--- src/rtl/mod3_reduce_seq_if.sv ---
// ---------------------------------------------------------------------------
// mod3_reduce_seq_if: control, source-read and destination-write bus. Rev 1.0
// ---------------------------------------------------------------------------
`default_nettype none

interface mod3_reduce_seq_if #(
  parameter int SRC_AW = 10,
  parameter int DST_AW = 8
);
  logic              start;
  logic              hold;
  logic              busy;
  logic              done;
  logic              src_rd;
  logic [SRC_AW-1:0] src_addr;
  logic [7:0]        src_data;
  logic              dst_we;
  logic [DST_AW-1:0] dst_addr;
  logic [7:0]        dst_data;

  modport master (
    input  start, hold, src_data,
    output busy, done, src_rd, src_addr, dst_we, dst_addr, dst_data
  );

  modport slave (
    output start, hold, src_data,
    input  busy, done, src_rd, src_addr, dst_we, dst_addr, dst_data
  );
endinterface

`default_nettype wire

--- src/rtl/mod3_reduce_seq.sv ---
// ---------------------------------------------------------------------------
// mod3_reduce_seq: byte coefficients -> mod-3 trits, packed four per byte. Rev 1.0
// ---------------------------------------------------------------------------
`default_nettype none

module mod3_reduce_seq #(
  parameter int N      = 701,
  parameter int SRC_AW = 10,
  parameter int DST_AW = 8
) (
  input  logic               clk,
  input  logic               rst_n,
  mod3_reduce_seq_if.master  bus
);

  typedef enum logic [1:0] {
    IDLE  = 2'd0,
    ISSUE = 2'd1,
    DRAIN = 2'd2,
    FIN   = 2'd3
  } state_t;

  localparam logic [SRC_AW-1:0] LAST_IDX = SRC_AW'(N - 1);

  // 4^k == 1 (mod 3), so summing the 2-bit digits preserves the residue.
  function automatic logic [1:0] mod3_byte(input logic [7:0] b);
    logic [3:0] s4;
    logic [2:0] s3;
    logic [1:0] s2;
    s4 = 4'(b[1:0]) + 4'(b[3:2]) + 4'(b[5:4]) + 4'(b[7:6]);
    s3 = 3'(s4[3:2]) + 3'(s4[1:0]);
    s2 = 2'(s3[2]) + s3[1:0];
    return (s2 == 2'd3) ? 2'd0 : s2;
  endfunction

  state_t            state_q, state_d;
  logic [SRC_AW-1:0] rc_q, rc_d;
  logic [SRC_AW-1:0] wc_q, wc_d;
  logic [7:0]        pack_q, pack_d;
  logic              vld_q, vld_d;
  logic              busy_q, busy_d;
  logic              done_q, done_d;
  logic              src_rd_q, src_rd_d;
  logic [SRC_AW-1:0] src_addr_q, src_addr_d;
  logic              dst_we_q, dst_we_d;
  logic [DST_AW-1:0] dst_addr_q, dst_addr_d;
  logic [7:0]        dst_data_q, dst_data_d;

  logic [1:0]        trit;
  logic [7:0]        pack_next;
  logic              word_end;
  logic              last_in;

  always_comb begin
    trit      = mod3_byte(bus.src_data);
    pack_next = pack_q | (8'(trit) << {wc_q[1:0], 1'b0});
    last_in   = vld_q && (wc_q == LAST_IDX);
    word_end  = (wc_q[1:0] == 2'd3) || (wc_q == LAST_IDX);
  end

  always_comb begin
    state_d    = state_q;
    rc_d       = rc_q;
    wc_d       = wc_q;
    pack_d     = pack_q;
    vld_d      = src_rd_q;
    busy_d     = busy_q;
    done_d     = 1'b0;
    src_rd_d   = 1'b0;
    src_addr_d = src_addr_q;
    dst_we_d   = 1'b0;
    dst_addr_d = dst_addr_q;
    dst_data_d = dst_data_q;

    // Write side runs off the returned-data valid, independent of the read side.
    if (vld_q) begin
      wc_d = wc_q + SRC_AW'(1);
      if (word_end) begin
        dst_we_d   = 1'b1;
        dst_addr_d = DST_AW'(wc_q[SRC_AW-1:2]);
        dst_data_d = pack_next;
        pack_d     = 8'd0;
      end else begin
        pack_d = pack_next;
      end
    end

    case (state_q)
      IDLE: begin
        if (bus.start) begin
          // The first read leaves with the accept so cycle 1 already reads index 0.
          state_d    = (N == 1) ? DRAIN : ISSUE;
          src_rd_d   = 1'b1;
          src_addr_d = '0;
          rc_d       = SRC_AW'(1);
          wc_d       = '0;
          pack_d     = 8'd0;
          busy_d     = 1'b1;
        end
      end
      ISSUE: begin
        if (!bus.hold) begin
          src_rd_d   = 1'b1;
          src_addr_d = rc_q;
          rc_d       = rc_q + SRC_AW'(1);
          if (rc_q == LAST_IDX) begin
            state_d = DRAIN;
          end
        end
      end
      DRAIN: begin
        if (last_in) begin
          state_d = FIN;
        end
      end
      FIN: begin
        busy_d  = 1'b0;
        done_d  = 1'b1;
        state_d = IDLE;
      end
      default: begin
        state_d = IDLE;
      end
    endcase
  end

  always_ff @(posedge clk or negedge rst_n) begin
    if (!rst_n) begin
      state_q    <= IDLE;
      rc_q       <= '0;
      wc_q       <= '0;
      pack_q     <= 8'd0;
      vld_q      <= 1'b0;
      busy_q     <= 1'b0;
      done_q     <= 1'b0;
      src_rd_q   <= 1'b0;
      src_addr_q <= '0;
      dst_we_q   <= 1'b0;
      dst_addr_q <= '0;
      dst_data_q <= 8'd0;
    end else begin
      state_q    <= state_d;
      rc_q       <= rc_d;
      wc_q       <= wc_d;
      pack_q     <= pack_d;
      vld_q      <= vld_d;
      busy_q     <= busy_d;
      done_q     <= done_d;
      src_rd_q   <= src_rd_d;
      src_addr_q <= src_addr_d;
      dst_we_q   <= dst_we_d;
      dst_addr_q <= dst_addr_d;
      dst_data_q <= dst_data_d;
    end
  end

  assign bus.busy     = busy_q;
  assign bus.done     = done_q;
  assign bus.src_rd   = src_rd_q;
  assign bus.src_addr = src_addr_q;
  assign bus.dst_we   = dst_we_q;
  assign bus.dst_addr = dst_addr_q;
  assign bus.dst_data = dst_data_q;

endmodule

`default_nettype wire
--- src/flat_wrapper.sv ---
// flat-port wrapper written by rule: the top's interface ports become plain ports
module mod3_reduce_seq_flat 
#(
  parameter int N      = 701,
  parameter int SRC_AW = 10,
  parameter int DST_AW = 8
)
  (clk, rst_n, bus_start, bus_hold, bus_src_data, bus_busy, bus_done, bus_src_rd, bus_src_addr, bus_dst_we, bus_dst_addr, bus_dst_data);
  mod3_reduce_seq_if #(.SRC_AW(SRC_AW), .DST_AW(DST_AW)) bus_i ();
  input  logic clk;
  input  logic rst_n;
  input wire logic [$bits(bus_i.start)-1:0] bus_start;
  input wire logic [$bits(bus_i.hold)-1:0] bus_hold;
  input wire logic [$bits(bus_i.src_data)-1:0] bus_src_data;
  output wire logic [$bits(bus_i.busy)-1:0] bus_busy;
  output wire logic [$bits(bus_i.done)-1:0] bus_done;
  output wire logic [$bits(bus_i.src_rd)-1:0] bus_src_rd;
  output wire logic [$bits(bus_i.src_addr)-1:0] bus_src_addr;
  output wire logic [$bits(bus_i.dst_we)-1:0] bus_dst_we;
  output wire logic [$bits(bus_i.dst_addr)-1:0] bus_dst_addr;
  output wire logic [$bits(bus_i.dst_data)-1:0] bus_dst_data;
  assign bus_i.start = bus_start;
  assign bus_i.hold = bus_hold;
  assign bus_i.src_data = bus_src_data;
  assign bus_busy = bus_i.busy;
  assign bus_done = bus_i.done;
  assign bus_src_rd = bus_i.src_rd;
  assign bus_src_addr = bus_i.src_addr;
  assign bus_dst_we = bus_i.dst_we;
  assign bus_dst_addr = bus_i.dst_addr;
  assign bus_dst_data = bus_i.dst_data;
  mod3_reduce_seq #(.N(N), .SRC_AW(SRC_AW), .DST_AW(DST_AW)) u_core (.clk(clk), .rst_n(rst_n), .bus(bus_i));
endmodule
--- config.mk ---
export PLATFORM = sky130hd
export DESIGN_NAME = mod3_reduce_seq_flat
export DESIGN_NICKNAME = d
export VERILOG_FILES = /design/src/rtl/mod3_reduce_seq_if.sv /design/src/rtl/mod3_reduce_seq.sv /design/src/flat_wrapper.sv
export SDC_FILE = /design/constraint.sdc
export NUM_CORES = 1
export LEC_CHECK = 0
export ABC_AREA = 1
export BUFFER_PORTS_ARGS = -buffer_cell sky130_fd_sc_hd__buf_2
export CORE_UTILIZATION = 60
export CTS_CLUSTER_SIZE = 25
export DETAILED_ROUTE_END_ITERATION = 8
export HOLD_SLACK_MARGIN = 0.02
export MAX_ROUTING_LAYER = met4
export PLACE_DENSITY = 0.92
export SYNTH_ARGS = -nofsm -noshare
export SYNTH_HDL_FRONTEND = slang
export SYNTH_SLANG_ARGS = --single-unit
--- constraint.sdc ---
create_clock -name clk -period 3.7 [get_ports clk]
set_input_delay 0.555 -clock clk [delete_from_list [all_inputs] [get_ports clk]]
set_output_delay 0.555 -clock clk [all_outputs]
set_load 0.01 [all_outputs]
* Word level (Yosys, flattened, before mapping)
Cells that the tools add are included.
** Operators by class
- Add/subtract/negate cells :: 7
- Eq/ne operators :: 11
- Shift operators :: 1
- Multiplexer cells :: 27
- Bitwise gates (word level) :: 1
- Reductions and logical operators :: 9
** Operator list (number)
- 10-bit 2-to-1 mux :: 7
- 10-bit one-hot mux with 2 select lines :: 2
- 8-bit 2-to-1 mux :: 4
- 10-bit by 1-bit adder with 10-bit output (second input constant) :: 2
- 10-bit == test (second input constant) :: 2
- 2-bit 2-to-1 mux :: 5
- 4-bit by 2-bit adder with 4-bit output :: 2
- 2-bit == test (second input constant) :: 4
- 8-bit OR :: 1
- 2-bit one-hot mux with 4 select lines :: 1
- 2-bit by 3-bit left shift with 8-bit output :: 1
- 2-bit by 2-bit adder with 3-bit output :: 2
- 1-bit 2-to-1 mux :: 6
- 2-bit by 1-bit inequality test with 1-bit output (second input constant) :: 2
- 2-bit inequality test (second input constant) :: 2
- 1-bit one-hot mux with 2 select lines :: 2
- 2-bit AND reduction :: 2
- 4-bit AND reduction :: 1
- 2-bit nonzero test :: 2
- 3-bit AND reduction :: 1
- 1-bit by 2-bit adder with 2-bit output :: 1
- 2-bit by 1-bit == test with 1-bit output (second input constant) :: 1
- 2-bit logical NOT :: 1
- 1-bit logical AND :: 1
- 1-bit logical OR :: 1
** Word-level totals
- Register bits :: 61
- Input port bits :: 12
- Output and inout bits :: 30
- Word-level logic and storage cells :: 68

* Depth between registers and ports, before layout
Gate-level depths: netlist of run 1.
- Word-level depth :: 13
- Mapped depth :: 19

* Least setup slack after synthesis of run 1
Ideal clock, no wire load.
- Path kind :: input port to flip-flop
- Start :: input port bus_src_data[0]
- End :: register u_core.pack_q[1]
- Arrival time :: 3.693 ns
- Data required time :: 3.620 ns
- Path slack :: -0.073 ns
- Cell stages on the path :: 13
- Cells stage by stage :: ha_1 inv_1 fa_1 inv_1 fa_1 ha_1 fa_1 ha_1 fa_1 ha_1 nor2_1 nand4_1 a21oi_1
** On the way
- Word-level cells in the longest chain between the ends :: 13
** RTL lines
- start: declaration :: line flat_wrapper.sv:14 : input wire logic [$bits(bus_i.src_data)-1:0] bus_src_data;
- 2-bit by 2-bit adder with 3-bit output (*) :: line mod3_reduce_seq.sv:30 : s4 = 4'(b[1:0]) + 4'(b[3:2]) + 4'(b[5:4]) + 4'(b[7:6]);
- 4-bit by 2-bit adder with 4-bit output (*) (2 in series) :: line mod3_reduce_seq.sv:30
- 2-bit by 2-bit adder with 3-bit output (*) :: line mod3_reduce_seq.sv:31 : s3 = 3'(s4[3:2]) + 3'(s4[1:0]);
- 1-bit by 2-bit adder with 2-bit output (*) :: line mod3_reduce_seq.sv:32 : s2 = 2'(s3[2]) + s3[1:0];
- 2-bit == test :: line mod3_reduce_seq.sv:33 : return (s2 == 2'd3) ? 2'd0 : s2;
- 2-bit 2-to-1 mux (*) :: line mod3_reduce_seq.sv:33
- 2-bit by 3-bit left shift with 8-bit output (*) :: line mod3_reduce_seq.sv:56 : pack_next = pack_q | (8'(trit) << {wc_q[1:0], 1'b0});
- 8-bit OR (*) :: line mod3_reduce_seq.sv:56
- 8-bit 2-to-1 mux (*) :: line mod3_reduce_seq.sv:78 : if (word_end) begin
- 8-bit 2-to-1 mux (*) :: line mod3_reduce_seq.sv:76 : if (vld_q) begin
- 8-bit 2-to-1 mux :: line mod3_reduce_seq.sv:90 : if (bus.start) begin
- 8-bit 2-to-1 mux (*) :: line mod3_reduce_seq.sv:88 : case (state_q)
- named net u_core.pack_d[1] :: line mod3_reduce_seq.sv:39 : logic [7:0] pack_q, pack_d;
- end signal: assignment :: line mod3_reduce_seq.sv:145 : pack_q <= pack_d;
- end: declaration :: line mod3_reduce_seq.sv:39
Mark *: on every way through the listed nets, which the timed path passes. The rest lies on a longest branch.
A chain may end at the register's enable or synchronous reset.

* Worst setup path in the final report of run 1
- Start :: input port bus_src_data[0]
- End :: register u_core.dst_data_q[7], in the netlist u_core.bus.dst_data[7]
** On the way
- Word-level cells in the longest chain between the ends :: 9
** RTL lines
- 2-bit by 2-bit adder with 3-bit output (*) :: line mod3_reduce_seq.sv:30
- 4-bit by 2-bit adder with 4-bit output (*) (2 in series) :: line mod3_reduce_seq.sv:30
- 2-bit by 2-bit adder with 3-bit output (*) :: line mod3_reduce_seq.sv:31
- 1-bit by 2-bit adder with 2-bit output (*) :: line mod3_reduce_seq.sv:32
- 2-bit == test :: line mod3_reduce_seq.sv:33
- 2-bit 2-to-1 mux (*) :: line mod3_reduce_seq.sv:33
- 2-bit by 3-bit left shift with 8-bit output (*) :: line mod3_reduce_seq.sv:56
- 8-bit OR (*) :: line mod3_reduce_seq.sv:56
- end signal: assignment :: line mod3_reduce_seq.sv:153 : dst_data_q <= dst_data_d;
- end: declaration :: line mod3_reduce_seq.sv:47 : logic [7:0] dst_data_q, dst_data_d;
Every way passes the cells marked *; elsewhere a longest branch is shown, timed or not.

==> flow_summary.yaml, run 1 <==
status:
  status: "finished clean"
pwr:
  switching_share_pct: 40.21
  p_sw_mw: 1.074
  cellPowerDensity_nw_per_um2: 742.1
  p_clk_share_pct: 23.4
  ir_drop_uv: 363.8
  p_int_mw: 1.596
  power.share.combinational_pct: 39.3
  sequentialPowerShare_pct: 37.2
  leakagePower_nw: 1.944
  power_mw: 2.669
floorplanning:
  ioPinCount: 42
  die_x_um: 74.08
  coreArea_um2: 4848
  floorplan.rows: 25
  die_y_um: 74.08
  start_util_pct: 64.28
  dieArea_um2: 5487
grt:
  antenna_found_initial: 0
  grt-ovfl-total: 0
  grt_util_all_layers_pct: 27.66
  grt_pass1_wl_um: 10780
  grt_pass1_vias: 2473
  grt_max_degree: 38
setup_path:
  path_cells: "buf_2, ha_1, inv_1, fa_1, inv_1, fa_1, ha_2, fa_1, ha_2, fa_2, inv_1, nand2_1, nand2_2, nor2_2, buf_6, nand3_1, nand2_1, nand2_1, nand2_1"
  crit_path_top_delay_cell: "fa_2"
  cp_top_family: "adder cells"
  critPathKind: "input port to register"
  critPathLaunchType: "input port"
  crit_top_cell: "nand2_1"
  r2r_end: "u_core.rc_q[9]"
  crit_required_ns: 3.98
  rrSetupSlack_ns: 1.68
  crit_buf_inv: 5
  critPathMaxFanout: 8
  rr_startpoint: "u_core.state_q[1]"
  arrival_ns: 3.88
  critPathMaxStageDelay_ns: 0.53
  cp-end-kind: "register"
  rr_worst_depth: 10
synthesis:
  syn_area_um2: 3117
  synth_cell_types: 29
  seq_area_frac_synth_pct: 48.98
  syn_nets: 401
  ys_warn_count: 0
  postSynthAreaPerCell_um2: 8.378
  syn_inst: 372
  synth.ff_latch_count: 61
drt:
  drtAntennaViolNets: 0
  drtIter0Drc: 258
  post_drt_via_cell_ratio: 5.316
  vias: 2594
  firstDrtPassIters: 5
  routed_wl_um: 6438
  drc: 0
  wire_per_inst_um: 13.19
placement:
  place.port_buffers: 41
  hpwl_um: 4458
  place_congestion: 0.8920
  dp_cells: 472
  place_ws_ns: -0.3354
finish:
  nNetsFinal: 445
  layout-drive-gt1-share_pct: 19.71
  fin_cells: 488
  fillers: 369
  diodes: 0
  layout_common_cells: "nand2_1 (92), dfrtp_1 (61), inv_1 (55)"
  final_util_pct: 74.19
  final_common_cell: "nand2_1"
  syn_to_final_growth_pct: 15.42
sta:
  period_share_pct: 97.44
  tightest_slew_ns: 0.5678
  finalSetupViolCount: 0
  fin_skew_ns: 0.004852
  hold_viol_final: 0
  setup_ws_ns: 0.09455
  hold_ws_ns: 0.2062
  fmax_mhz: 277.4
  slew_headroom_pct: 62.05
  final.min_clock_period_ns: 3.605
  drv_slew: 0
cts:
  cts_tree: "yes"
  cts-root-buf: "clkbuf_8"
  clk_pin_slew_worst_paths_ns: 0.07
  numCtsBuffers: 9
  htreeDepth: 3
  clock_latency_ns: 0.33
  cts_max_path_buffers: 2
  clkSinkCount: 61
flow_run:
  drv_cap: 0
worst_hold_path:
  hp-class: "input port to async pin"
## per-layer routing
metal / GRT usage (%) / part of all wire, % / up-vias
met1: 31.63 / 43 / 1240
met2: 46.46 / 51 / 72
met3: 7.859 / 4.1 / 18
met5: - / 0 / -
met4: 9.615 / 1.9 / 0
li1: - / - / 1264
## state kept, by name (all words and copies together) (netlist names)
name                 count
u_core.bus.dst_data      8
u_core.bus.src_addr     10
u_core.pack_q            8
u_core.bus.busy          1
u_core.vld_q             1
u_core.rc_q             10
u_core.state_q           2
u_core.bus.src_rd        1
u_core.bus.dst_addr      8
u_core.bus.done          1
u_core.wc_q             10
u_core.bus.dst_we        1
## cells in the mapped netlist (all sizes together)
library cell  count  share of area, %
or2               1              0.20
clkbuf            2              0.24
nand4             9               1.8
nand3            36               6.3
a21oi            21               3.7
o21ai            23               3.7
fa                5               3.2
dfrtp            61                49
nor3              4              0.64
xnor2             1              0.28
ha               12               4.8
nand2            96                12
a31oi             1              0.20
inv              57               6.9
o21a              1              0.24
nor2             34               5.0
buf               8               1.9
## worst reg2reg max path: cells and delay by family, from the launching register on
| kind | cells | cell delay [ns] |
|---|---|---|
| AND/OR/NAND/NOR | 6 | 0.90 |
| buffers and inverters | 3 | 0.25 |
| adder cells (fa/ha/maj) | 1 | 0.39 |
| flip-flops | 1 | 0.42 |
## through the flow
stage                     setup TNS (ns)  cell area (µm²)
after floorplan                  -0.1222             3119
after global placement            -3.053             3357
after detailed placement          -4.659             3357
after CTS                              0             3563
after global routing             -0.1364             3597
final                                  0             3597
## power groups by stage
stage                     Sequential (mW)  Clock [mW]  Combinational [mW]
final                               0.994       0.626                1.05
after global routing                 1.02       0.676                1.18
after CTS                           0.989       0.641                1.00
after detailed placement            0.998           0               0.984
after global placement              0.988           0               0.935
after floorplan                     0.996           0               0.703
## area by class of cell
type | instances | area [µm²] | area share [%]
repair buffers | 43 | 224.0 | 6.226
inverters | 57 | 214.0 | 5.948
flip-flops and latches | 61 | 1526 | 42.43
clock buffers | 11 | 131.4 | 3.652
clock inverters | 5 | 75.07 | 2.087
well taps | 67 | 83.83 | 2.330
multi-input cells | 244 | 1343 | 37.32
## timing repair
| item | 4_1_cts | 5_1_grt |
|---|---|---|
| hold buffers | 0 | 0 |
| setup endpoints to repair | 0 | 16 |
| gates resized for setup | 0 | 11 |
| setup buffers | 0 | 0 |
## kinds of logic after synthesis
logic type | after synthesis | synth area share (%)
buf+inv | 67 | 8.992
flops | 61 | 48.98
simple gates | 180 | 25.85
compound gates | 46 | 7.869
fa+ha+maj | 17 | 8.029
xor+xnor | 1 | 0.2811
## worst max-delay path by stage
stage	startpoint	to	slack [ns]	depth (start not counted)
global route	bus_src_data[0]	u_core.bus.dst_data[7]	-0.03	19
floorplan	bus_src_data[0]	u_core.pack_q[0]	-0.02	17
CTS	bus_src_data[0]	u_core.pack_q[2]	0.01	18
finish	bus_src_data[0]	u_core.bus.dst_data[7]	0.09	19
detailed placement	bus_src_data[0]	u_core.pack_q[2]	-0.34	18
global placement	bus_src_data[0]	u_core.pack_q[0]	-0.22	18
No activity file was read; power rests on OpenSTA's default activity.
==> run 2: changes to the inputs <==
--- a/config.mk
+++ b/config.mk
@@ -7,12 +7,14 @@
 export LEC_CHECK = 0
 export ABC_AREA = 1
 export BUFFER_PORTS_ARGS = -buffer_cell sky130_fd_sc_hd__buf_2
+export CORE_MARGIN = 3
 export CORE_UTILIZATION = 60
 export CTS_CLUSTER_SIZE = 25
 export DETAILED_ROUTE_END_ITERATION = 8
 export HOLD_SLACK_MARGIN = 0.02
 export MAX_ROUTING_LAYER = met4
 export PLACE_DENSITY = 0.92
+export RECOVER_POWER = 50
 export SYNTH_ARGS = -nofsm -noshare
 export SYNTH_HDL_FRONTEND = slang
 export SYNTH_SLANG_ARGS = --single-unit
==> run 2 against run 1 <==
Net effect: the run now ends with max-capacitance violations, max-slew violations left; hold slack better by 0.19 ns; worst setup slack worse by 0.028 ns; sequential cell count did not move; final cell count unchanged; core utilization is 0.81 points higher; first-iteration DRC count shrank 1.2%; total power up 3.7%; sequential share of layout area shrank 0.73 points; critical path depth increased by 1.
==> flow_summary.yaml, run 2 (synthesized netlist as in run 1, its figures left out) <==
status:
  status: "complete, but fails checks"
  violations: "max-capacitance violations, max-slew violations"
sta:
  setup_ws_ns: 0.06636
  fin_skew_ns: 0.008802
  slew_headroom_pct: -43.24
  hold_viol_final: 0
  period_share_pct: 98.21
  fmax_mhz: 275.2
  final.min_clock_period_ns: 3.634
  drv_slew: 41
  finalSetupViolCount: 0
  rsz0062_at_grt: "true"
  tightest_slew_ns: 2.149
pwr:
  leakagePower_nw: 1.933
  ir_drop_uv: 387.0
  sequentialPowerShare_pct: 36.0
  power_mw: 2.768
  power.share.combinational_pct: 39.8
  p_int_mw: 1.652
  p_clk_share_pct: 24.1
  p_sw_mw: 1.116
  cellPowerDensity_nw_per_um2: 756.3
  switching_share_pct: 40.30
flow_run:
  drv_cap: 1
cts:
  cts-root-buf: "clkbuf_8"
  numCtsBuffers: 9
  cts_max_path_buffers: 2
  clkSinkCount: 61
  clk_pin_slew_worst_paths_ns: 0.07
  clock_latency_ns: 0.34
  ctsHoldBuffers: 0
  postCtsSetupRepairBufs: 0
  htreeDepth: 3
  cts_tree: "yes"
placement:
  place_congestion: 0.8625
  place_area_um2: 3357
  place_ws_ns: -0.4004
  place.port_buffers: 41
  hpwl_um: 4599
  dp_cells: 472
drt:
  firstDrtPassIters: 5
  routed_wl_um: 6899
  routed-wl-met3_um: 446
  drtIter0Drc: 255
  drtAntennaViolNets: 0
  drc: 0
  vias: 2641
  met1_length_um: 2714
  wire_per_inst_um: 14.14
  dr.max_layer_used: "met4"
  dr_wl_met2_um: 3512
  post_drt_via_cell_ratio: 5.412
setup_path:
  r2r_end: "u_core.pack_q[0]"
  crit_required_ns: 3.98
  arrival_ns: 3.91
  critPathKind: "input port to register"
  rr_worst_depth: 7
  rr_startpoint: "u_core.wc_q[0]"
  critPathMaxFanout: 4
  cp-end-kind: "register"
  critPathLaunchType: "input port"
  rrSetupSlack_ns: 1.66
finish:
  diodes: 0
  nNetsFinal: 445
  syn_to_final_growth_pct: 17.42
  final_common_cell: "nand2_1"
  final_area_um2: 3660
  layout-drive-gt1-share_pct: 20.43
  fillers: 325
  fin_cells: 488
  layout_common_cells: "nand2_1 (90), dfrtp_1 (61), inv_1 (52)"
grt:
  grt_util_all_layers_pct: 25.26
  antenna_found_initial: 0
  grt-ovfl-total: 0
  grt_pass1_wl_um: 11560
  grt_pass1_vias: 2555
  grt_max_degree: 41
floorplanning:
  die_y_um: 78.08
  ioPinCount: 42
  die_x_um: 78.08
  coreArea_um2: 4880
  start_util_pct: 63.87
  floorplan.rows: 25
  dieArea_um2: 6096
worst_hold_path:
  min_from: "u_core.bus.src_rd"
  hp-class: "register to register"
  hold_path_depth: 0
  worstHoldEndpoint: "u_core.vld_q"
-- run 2: cell types whose count changed in the layout (fill, tap and decap cells not counted), moves of 3 or more --
| cell | before | now |
|---|---|---|
| buf_2 | 41 | 33 |
| clkbuf_1 | 2 | 8 |
| a21oi_1 | 18 | 15 |
| a21oi_2 | 3 | 6 |
| inv_1 | 55 | 52 |
| inv_2 | 2 | 5 |
-- run 2: area by class of cell --
| type | count | area, µm² | area share, % |
|---|---|---|---|
| flip-flops and latches | 61 | 1526 | 41.71 |
| multi-input cells | 244 | 1381 | 37.74 |
| repair buffers | 43 | 229.0 | 6.256 |
| inverters | 57 | 214.0 | 5.846 |
| clock buffers | 12 | 155.1 | 4.239 |
| well taps | 67 | 83.83 | 2.291 |
| clock inverters | 4 | 70.07 | 1.915 |
-- run 2: power by group through the flow --
| stage | logic [mW] | clock network (mW) | registers [mW] |
|---|---|---|---|
| 3_5_place_dp | 0.981 | 0 | 0.998 |
| 2_1_floorplan | 0.703 | 0 | 0.996 |
| 5_1_grt | 1.24 | 0.706 | 1.02 |
| 6_report | 1.10 | 0.668 | 0.997 |
| 4_1_cts | 1.05 | 0.675 | 0.992 |
| 3_3_place_gp | 0.936 | 0 | 0.991 |
-- run 2: repair_timing --
action / 4_1_cts / 5_1_grt
pin swaps: 8 / 10
gates resized for setup: 18 / 9
setup endpoints to repair: 16 / 16
-- run 2: worst max-delay path by stage --
stage                          from                      to  slack, ns  depth (start not counted)
CTS                 bus_src_data[0]        u_core.pack_q[1]      0.008                         17
global placement    bus_src_data[0]        u_core.pack_q[2]      -0.24                         18
finish              bus_src_data[0]  u_core.bus.dst_data[4]       0.07                         20
floorplan           bus_src_data[0]        u_core.pack_q[0]      -0.02                         17
detailed placement  bus_src_data[0]        u_core.pack_q[6]      -0.40                         18
global route        bus_src_data[0]  u_core.bus.dst_data[2]       -0.1                         20
-- run 2: stage by stage --
step / util [%] / hold slack [ns] / setup TNS, ns
2_1_floorplan: - / 0.2594 / -0.1222
6_report: 75.00 / 0.4010 / 0
4_1_cts: 74.67 / 0.3600 / 0
3_5_place_dp: 68.79 / 0.3924 / -5.476
3_3_place_gp: 68.79 / 0.3884 / -3.285
5_1_grt: 75.00 / 0.4119 / -0.9142
-- run 2: per-layer routing --
| layer | track usage [%] | vias up |
|---|---|---|
| met1 | 28.38 | 1257 |
| met3 | 6.651 | 21 |
| met2 | 42.38 | 99 |
| li1 | - | 1264 |
| met4 | 11.54 | 0 |
| met5 | - | - |
-- run 2: critical path: stages --
cell and delay (ns):
buf_8 0.08, ha_4 0.13, inv_2 0.03, fa_1 0.49, inv_2 0.04, fa_1 0.45, ha_2 0.20, fa_1 0.46
ha_2 0.20, fa_2 0.33, ha_2 0.20, inv_1 0.07, nand2_2 0.09, nand2_4 0.10, nand2_2 0.09, nor2_4 0.13
nand2_1 0.07, nand2_1 0.08, nand2_1 0.06, nand2_1 0.07
